### config.mk
export PLATFORM = sky130hd
export DESIGN_NAME = uart_tx_fifo
export DESIGN_NICKNAME = d
export VERILOG_FILES = /design/src/rtl/uart_tx_fifo.sv
export SDC_FILE = /design/constraint.sdc
export NUM_CORES = 1
export LEC_CHECK = 0
export CORE_AREA = 4 4 123 125
export CTS_CLUSTER_SIZE = 14
export DETAILED_ROUTE_END_ITERATION = 8
export DIE_AREA = 0 0 127 129
export PLACE_DENSITY = 0.68
export SYNTH_ARGS = -nofsm -noshare
export SYNTH_HDL_FRONTEND = slang
export SYNTH_SLANG_ARGS = --single-unit
### constraint.sdc
create_clock -name clk -period 9.55 [get_ports clk]
set_clock_uncertainty 0.2 [all_clocks]
set_input_delay 1.91 -clock clk [delete_from_list [all_inputs] [get_ports clk]]
set_output_delay 1.91 -clock clk [all_outputs]
set_load 0.02 [all_outputs]
### src/rtl/uart_tx_fifo.sv
// uart_tx_fifo: UART transmitter with an integrated transmit FIFO.
// The frame format is set by parameters (data bits, parity, stop bits).
// Queued characters are sent back to back, with no idle gap between frames.
// Ports:
//   clk      - system clock; all state changes on its rising edge
//   rst_n    - synchronous active-low reset
//   d        - character to queue
//   strobe   - write enable; d is pushed when strobe=1 and full=0
//   tx       - serial line, idle high (registered)
//   busy     - FIFO non-empty or a frame on the line (registered)
//   full     - FIFO holds FIFO_DEPTH entries (registered)
//   level    - queued entries, not counting the frame being shifted (registered)
//   overflow - sticky flag: a strobe arrived while full (registered)
module uart_tx_fifo #(
    parameter int unsigned CLKDIV     = 868,
    parameter int unsigned DATA_BITS  = 8,
    parameter int unsigned PARITY     = 0,
    parameter int unsigned STOP_BITS  = 1,
    parameter int unsigned FIFO_DEPTH = 16
) (
    input  logic                              clk,
    input  logic                              rst_n,
    input  logic [DATA_BITS-1:0]              d,
    input  logic                              strobe,
    output logic                              tx,
    output logic                              busy,
    output logic                              full,
    output logic [$clog2(FIFO_DEPTH+1)-1:0]   level,
    output logic                              overflow
);

    localparam int unsigned AW = $clog2(FIFO_DEPTH);
    localparam int unsigned LW = $clog2(FIFO_DEPTH + 1);
    localparam int unsigned TW = $clog2(CLKDIV);
    localparam int unsigned BW = 3;

    typedef enum logic [2:0] {
        S_IDLE,
        S_START,
        S_DATA,
        S_PARITY,
        S_STOP
    } state_t;

    state_t                 state_q, state_d;
    logic [TW-1:0]          timer_q, timer_d;
    logic [BW-1:0]          bitcnt_q, bitcnt_d;
    logic [DATA_BITS-1:0]   shreg_q, shreg_d;
    logic                   par_q, par_d;
    logic [AW-1:0]          wr_ptr_q, wr_ptr_d;
    logic [AW-1:0]          rd_ptr_q, rd_ptr_d;
    logic                   tx_d, busy_d, full_d, overflow_d;
    logic [LW-1:0]          level_d;

    logic [DATA_BITS-1:0]   mem [FIFO_DEPTH];

    logic                   push_c;
    logic                   load_c;
    logic                   timer_end_c;
    logic [DATA_BITS-1:0]   head_c;
    logic                   head_par_c;

    // FIFO storage; pointers and count carry the valid state, so no reset is needed here
    always_ff @(posedge clk) begin
        if (push_c) begin
            mem[wr_ptr_q] <= d;
        end
    end

    // State and output registers
    always_ff @(posedge clk) begin
        if (!rst_n) begin
            state_q  <= S_IDLE;
            timer_q  <= '0;
            bitcnt_q <= '0;
            shreg_q  <= '0;
            par_q    <= 1'b0;
            wr_ptr_q <= '0;
            rd_ptr_q <= '0;
            tx       <= 1'b1;
            busy     <= 1'b0;
            full     <= 1'b0;
            level    <= '0;
            overflow <= 1'b0;
        end else begin
            state_q  <= state_d;
            timer_q  <= timer_d;
            bitcnt_q <= bitcnt_d;
            shreg_q  <= shreg_d;
            par_q    <= par_d;
            wr_ptr_q <= wr_ptr_d;
            rd_ptr_q <= rd_ptr_d;
            tx       <= tx_d;
            busy     <= busy_d;
            full     <= full_d;
            level    <= level_d;
            overflow <= overflow_d;
        end
    end

    // Next-state, FIFO bookkeeping and registered-output logic
    always_comb begin
        state_d     = state_q;
        bitcnt_d    = bitcnt_q;
        shreg_d     = shreg_q;
        par_d       = par_q;
        tx_d        = tx;
        load_c      = 1'b0;

        push_c      = strobe & ~full;
        timer_end_c = (timer_q == TW'(CLKDIV - 1));
        head_c      = mem[rd_ptr_q];
        // Even parity sends the XOR of the data; odd parity sends its complement
        head_par_c  = (PARITY == 2) ? (^head_c) : (~^head_c);

        // Bit timer wraps at each bit boundary and is parked at zero while idle
        timer_d     = (state_q == S_IDLE || timer_end_c) ? '0 : timer_q + TW'(1);

        case (state_q)
            S_IDLE: begin
                tx_d   = 1'b1;
                load_c = (level != '0);
            end
            S_START: begin
                if (timer_end_c) begin
                    state_d  = S_DATA;
                    bitcnt_d = '0;
                    tx_d     = shreg_q[0];
                end
            end
            S_DATA: begin
                if (timer_end_c) begin
                    if (bitcnt_q == BW'(DATA_BITS - 1)) begin
                        bitcnt_d = '0;
                        if (PARITY != 0) begin
                            state_d = S_PARITY;
                            tx_d    = par_q;
                        end else begin
                            state_d = S_STOP;
                            tx_d    = 1'b1;
                        end
                    end else begin
                        bitcnt_d = bitcnt_q + BW'(1);
                        shreg_d  = shreg_q >> 1;
                        tx_d     = shreg_q[1];
                    end
                end
            end
            S_PARITY: begin
                if (timer_end_c) begin
                    state_d  = S_STOP;
                    bitcnt_d = '0;
                    tx_d     = 1'b1;
                end
            end
            S_STOP: begin
                if (timer_end_c) begin
                    if (bitcnt_q == BW'(STOP_BITS - 1)) begin
                        bitcnt_d = '0;
                        if (level != '0) begin
                            // Chain straight into the next frame without an idle cycle
                            load_c = 1'b1;
                        end else begin
                            state_d = S_IDLE;
                            tx_d    = 1'b1;
                        end
                    end else begin
                        bitcnt_d = bitcnt_q + BW'(1);
                    end
                end
            end
            default: begin
                state_d = S_IDLE;
                tx_d    = 1'b1;
            end
        endcase

        // Pop the head into the shifter and begin the start bit
        if (load_c) begin
            state_d  = S_START;
            timer_d  = '0;
            bitcnt_d = '0;
            shreg_d  = head_c;
            par_d    = head_par_c;
            tx_d     = 1'b0;
        end

        wr_ptr_d   = push_c ? wr_ptr_q + AW'(1) : wr_ptr_q;
        rd_ptr_d   = load_c ? rd_ptr_q + AW'(1) : rd_ptr_q;
        level_d    = level + LW'(push_c) - LW'(load_c);
        full_d     = (level_d == LW'(FIFO_DEPTH));
        busy_d     = (state_d != S_IDLE) || (level_d != '0);
        overflow_d = overflow | (strobe & full);
    end

endmodule

After elaboration in Yosys (flattened, before gate mapping)
Memory sizes are Yosys's and may differ from the RTL's. A register that Yosys moved wholly into a read port is not among the register bits.
Cells that the tools add are included.
{ "totals": {"regBits": 41, "ram_bits": 128, "in_bits": 11, "output_inout_bits": 9, "wordCells": 92, "memories": 1} }
{ "memory_table": {"columns": ["memory", "words", "word_bits", "read_ports", "rd_ports_with_merged_regs", "wr", "line", "source"], "rows": [
  ["mem", 16, 8, 1, 1, 1, "55", "logic [DATA_BITS-1:0] mem [FIFO_DEPTH];"]
]} }
{ "op_classes": {"n_addsub": 6, "n_eq_ne": 17, "muxes": 36, "bitwise_logic": 5, "n_reduce_logical": 16} }
{ "op_table": {"columns": ["operator", "count"], "rows": [
  ["2-to-1 mux 3 bit", 13],
  ["2-to-1 mux 8 bit", 4],
  ["!= test 3 bit, second input constant", 6],
  ["one-hot mux 3 bit (5 select lines)", 1],
  ["2-to-1 mux 1 bit", 13],
  ["adder 10 x 1 -> 10 bit, second input constant", 1],
  ["== test 10 bit, second input constant", 1],
  ["nonzero test 5 bit", 2],
  ["one-hot mux 3 bit (3 select lines)", 1],
  ["adder 4 x 1 -> 4 bit, second input constant", 2],
  ["2-to-1 mux 4 bit", 2],
  ["== test 3 x 2 -> 1 bit, second input constant", 2],
  ["== test 3 bit, second input constant", 2],
  ["zero test 3 bit", 2],
  ["!= test 2 bit, second input constant", 3],
  ["AND reduction 6 bit", 1],
  ["nonzero test 3 bit", 2],
  ["adder 5 x 1 -> 5 bit", 1],
  ["== test 5 bit, second input constant", 1],
  ["subtractor 5 x 1 -> 5 bit", 1],
  ["one-hot mux 1 bit (4 select lines)", 1],
  ["AND reduction 4 bit", 1],
  ["nonzero test 2 bit", 2],
  ["OR reduction 2 bit", 2],
  ["10 further kinds", 13]
]} }

Longest topological paths before layout
{ "depth": {"ltp_word": 8, "mapped_depth": 13, "depth_no_buf": 13} }

Worst setup path after synthesis
OpenSTA, ideal clock, no wires.
{ "synth_path": {"path_type": "input-to-reg", "start": "in strobe", "end": "reg busy", "setup_ns": 0.120, "t_arrival_ns": 3.861, "required_ns": 9.230, "path_slack_ns": 5.369, "cell_stages": 11, "n_path_buf": 1, "path_cell_list": "nor2b_1 > clkbuf_1 > or3_1 > nand2_1 > ha_1 > fa_1 > a21oi_1 > o21bai_1 > xnor2_1 > o21ai_0 > o31a_1"} }
{ "synth_between": {"elab_chain_len": 5} }
{ "synth_lines": {"columns": ["element", "line", "source"], "rows": [
  ["start: declaration", "24", "input logic strobe,"],
  ["bitwise AND 1 bit", "110", "push_c = strobe & ~full;"],
  ["adder 5 x 1 -> 5 bit", "190", "level_d = level + LW'(push_c) - LW'(load_c);"],
  ["subtractor 5 x 1 -> 5 bit", "190", null],
  ["nonzero test 5 bit", "192", "busy_d = (state_d != S_IDLE) || (level_d != '0);"],
  ["logical OR 1 bit", "192", null],
  ["end signal: assignment", "94", "busy <= busy_d;"],
  ["end: declaration", "26", "output logic busy,"]
]} }
Every way passes these cells.
A chain may end at the register's enable or synchronous reset.

Final worst setup path
Same ends and word-level chain as after synthesis.

==> impl_metrics.env <==
export IMPL_power_density_nw_per_um2=256
export IMPL_synth_area_um2=7240
export IMPL_reg2reg_depth=13
export IMPL_postCtsSetupBuffers=0
export IMPL_gp_congestion=0.847
export IMPL_numCtsBuffers=17
export IMPL_slew_viol_final=0
export IMPL_grt_pass1_wl_mm=22.6
export IMPL_wl_mm=14.4
export IMPL_clockPowerShare_pct=33.7
export IMPL_dieArea_um2=16400
export IMPL_drt_drc_violations_left=0
export IMPL_net_switching_power_uw=607
export IMPL_worstPathArrival_ns=4.87
export IMPL_antennaDiodeCount=0
export IMPL_top_layer="met4"
export IMPL_yosys_register_bits=173
export IMPL_synth_top_area_cell="edfxtp_1"
export IMPL_syn_to_final_growth_pct=13.0
export IMPL_fillCellCount=1096
export IMPL_seqPwrFrac_pct=42.9
export IMPL_grt_pass1_vias=4098
export IMPL_relSlewSlack_pct=28.0
export IMPL_power_leakage_nw=2.71
export IMPL_root_buffer="clkbuf_16"
export IMPL_coreArea_um2=13900
export IMPL_drt_iter0_drc=457
export IMPL_clockBufferDepth=2
export IMPL_cts_tree="done"
export IMPL_crit_start="strobe"
export IMPL_tns_ns=0
export IMPL_ir_drop_v=0.000130
export IMPL_outcome="completed"
export IMPL_finalNetCount=569
export IMPL_ys_seq_area_share_pct=65.5
export IMPL_comb_power_share_pct=23.4
export IMPL_avgSynthCellArea_um2=13.7
export IMPL_start_util_pct=52.2
export IMPL_route_met3_wl_um=779
export IMPL_antenna_found_initial=0
export IMPL_switching_share_pct=29.0
export IMPL_ios=20
export IMPL_r2r_slack_ns=6.23
export IMPL_synth_main_ff_cell="edfxtp_1"
export IMPL_clkTransAtPathRegs_ns=0.07
export IMPL_rsz0062_at_grt="no"
export IMPL_synth_edf_count=128
export IMPL_viasPerCell=5.74
export IMPL_synthArstFlopShare_pct=0
export IMPL_wl_met2_mm=6.81
export IMPL_yosysTopAreaCellShare_pct=53.1
export IMPL_min_period_over_period_pct=49.7
export IMPL_reg2reg_to="busy$_SDFF_PN0_"
export IMPL_grt_max_degree=47
export IMPL_yosysUniqueCellTypes=57
export IMPL_track_usage_pct=18.6
export IMPL_cellInternalPower_mw=1.48
export IMPL_hold_start="shreg_q[7]$_SDFFE_PN0P_"
export IMPL_die_h_um=129
export IMPL_crit_required_ns=9.67
export IMPL_synthTopCellsByArea="edfxtp_1, dfxtp_1, mux2i_1"
export IMPL_crit_path_end="busy$_SDFF_PN0_"
export IMPL_seqCellArea_um2=4750
export IMPL_wl_met1_mm=6.60
export IMPL_rows=43
export IMPL_dpl_cell_count=704
export IMPL_cap_violations=0
export IMPL_ctsResizeCount=0
export IMPL_synth_common_cells="edfxtp_1, dfxtp_1, mux2i_1"
export IMPL_r2r_start="bitcnt_q[0]$_SDFFE_PP0P_"
export IMPL_setup_violations=0
export IMPL_fp_dieW_um=127
export IMPL_post_synth_top_count_cell="edfxtp_1"
export IMPL_cp_max_fo=10
export IMPL_cts_hold_buf=0
export IMPL_hold_violations=0
export IMPL_crit_type="input pin to flop"
export IMPL_vias=4225
export IMPL_post_dp_hpwl_mm=9.54
export IMPL_wire_per_inst_um=19.6
export IMPL_multi_input_area_um2=2340
export IMPL_grt_overflow=0
export IMPL_min_path_type="flop to flop"
export IMPL_clk_latency_ns=0.43
export IMPL_clock_sinks=173
export IMPL_worst_slew_pin_slew_ns=1.07
export IMPL_htreeDepth=4
export IMPL_drt_pre_antenna_iters=4
export IMPL_synthCells=529
export IMPL_crit_path_start_kind="input pin"
export IMPL_ant_nets=0
export IMPL_drive_above_1_share_pct=13.5
export IMPL_finalCriticalPeriod_ns=4.75
export IMPL_fmaxAchievable_mhz=211
export IMPL_layout_cells_non_filler=736
export IMPL_portBuffers=19
export IMPL_synth_nets=555
export IMPL_yosys_warnings=0
export IMPL_end_kind="flop"
how the worst min path moves through the flow:
stage,to,cells past startpoint,slack [ns]
floorplan,timer_q[0]$_SDFF_PP0_,1,0.23
global placement,timer_q[0]$_SDFF_PP0_,1,0.24
detailed placement,shreg_q[7]$_SDFFE_PN0P_,2,0.25
CTS,shreg_q[7]$_SDFFE_PN0P_,2,0.26
global route,timer_q[0]$_SDFF_PP0_,1,0.28
finish,shreg_q[7]$_SDFFE_PN0P_,2,0.25
kinds of logic after synthesis:
family / Yosys count / share of synthesized area, %
compound gates: 103 / 9.37
xor+xnor: 17 / 2.06
fa+ha+maj: 15 / 2.70
buf+inv: 37 / 2.11
flops: 173 / 65.5
mux: 57 / 8.83
simple gates: 127 / 9.40
cell usage in the layout (no fill, tap or decap), types with 2 or more instances in the layout:
cell type / instances
inv_6: 4
xnor2_1: 9
a21oi_1: 30
or2_2: 8
dfxtp_1: 43
mux4_2: 4
nor3b_1: 3
nor2b_1: 10
mux2i_1: 38
o22ai_1: 7
nor2_1: 37
a22oi_1: 2
clkinvlp_4: 4
inv_1: 9
ha_1: 14
o221ai_1: 7
a21boi_0: 2
nand2_1: 23
dfxtp_2: 2
a31oi_1: 7
edfxtp_1: 128
clkbuf_16: 17
nand4_1: 4
nor3_1: 5
buf_4: 4
nand2b_1: 6
nand3_1: 7
xor2_1: 8
clkdlybuf4s50_1: 19
mux2_2: 15
and3_1: 4
a211oi_1: 7
bufinv_16: 3
o21ai_0: 27
and2_1: 9
worst max-delay path: stages:
cell	delay (ns)
clkdlybuf4s50_1	0.47
nor2b_1	0.66
or3_1	0.28
nand2_1	0.07
ha_1	0.21
fa_1	0.40
a21oi_1	0.18
o21bai_1	0.09
xnor2_1	0.22
o21ai_0	0.12
o31a_1	0.25
state kept, by name (all words and copies together) (netlist names), 3 cells and up, named ones only:
register,cells
mem,128
timer_q,10
shreg_q,8
level,5
rd_ptr_q,4
wr_ptr_q,4
bitcnt_q,3
state_q,3
routing by layer:
metal / vias up / track usage [%]
li1: 2006 / -
met1: 2083 / 25.3
met2: 117 / 29.2
met3: 19 / 4.94
met4: 0 / 6.44
met5: - / 0
power groups by stage:
stage	logic, mW	registers [mW]	clock network [mW]
2_1_floorplan	0.353	0.912	0
3_3_place_gp	0.481	0.911	0
3_5_place_dp	0.490	0.913	0
4_1_cts	0.492	0.897	0.715
5_1_grt	0.543	0.903	0.754
6_report	0.490	0.896	0.705
through the flow:
step	hold slack, ns	power [mW]	util (%)	setup WS [ns]	instance area (um^2)
2_1_floorplan	0.226	1.27	-	5.37	7240
3_3_place_gp	0.240	1.39	54.5	4.49	7570
3_5_place_dp	0.248	1.40	54.5	4.36	7570
4_1_cts	0.255	2.10	58.9	4.80	8180
5_1_grt	0.277	2.20	58.9	4.64	8180
6_report	0.251	2.09	58.9	4.80	8180
layout make-up:
cell class / count / share of cell area (%)
Tap cell: 180 / 2.75
Timing Repair Buffer: 23 / 2.69
Sequential cell: 173 / 58.0
Clock inverter: 15 / 2.25
Multi-Input combinational cell: 319 / 28.6
Inverter: 9 / 0.413
Clock buffer: 17 / 5.20
(Power assumes the default switching activity.)
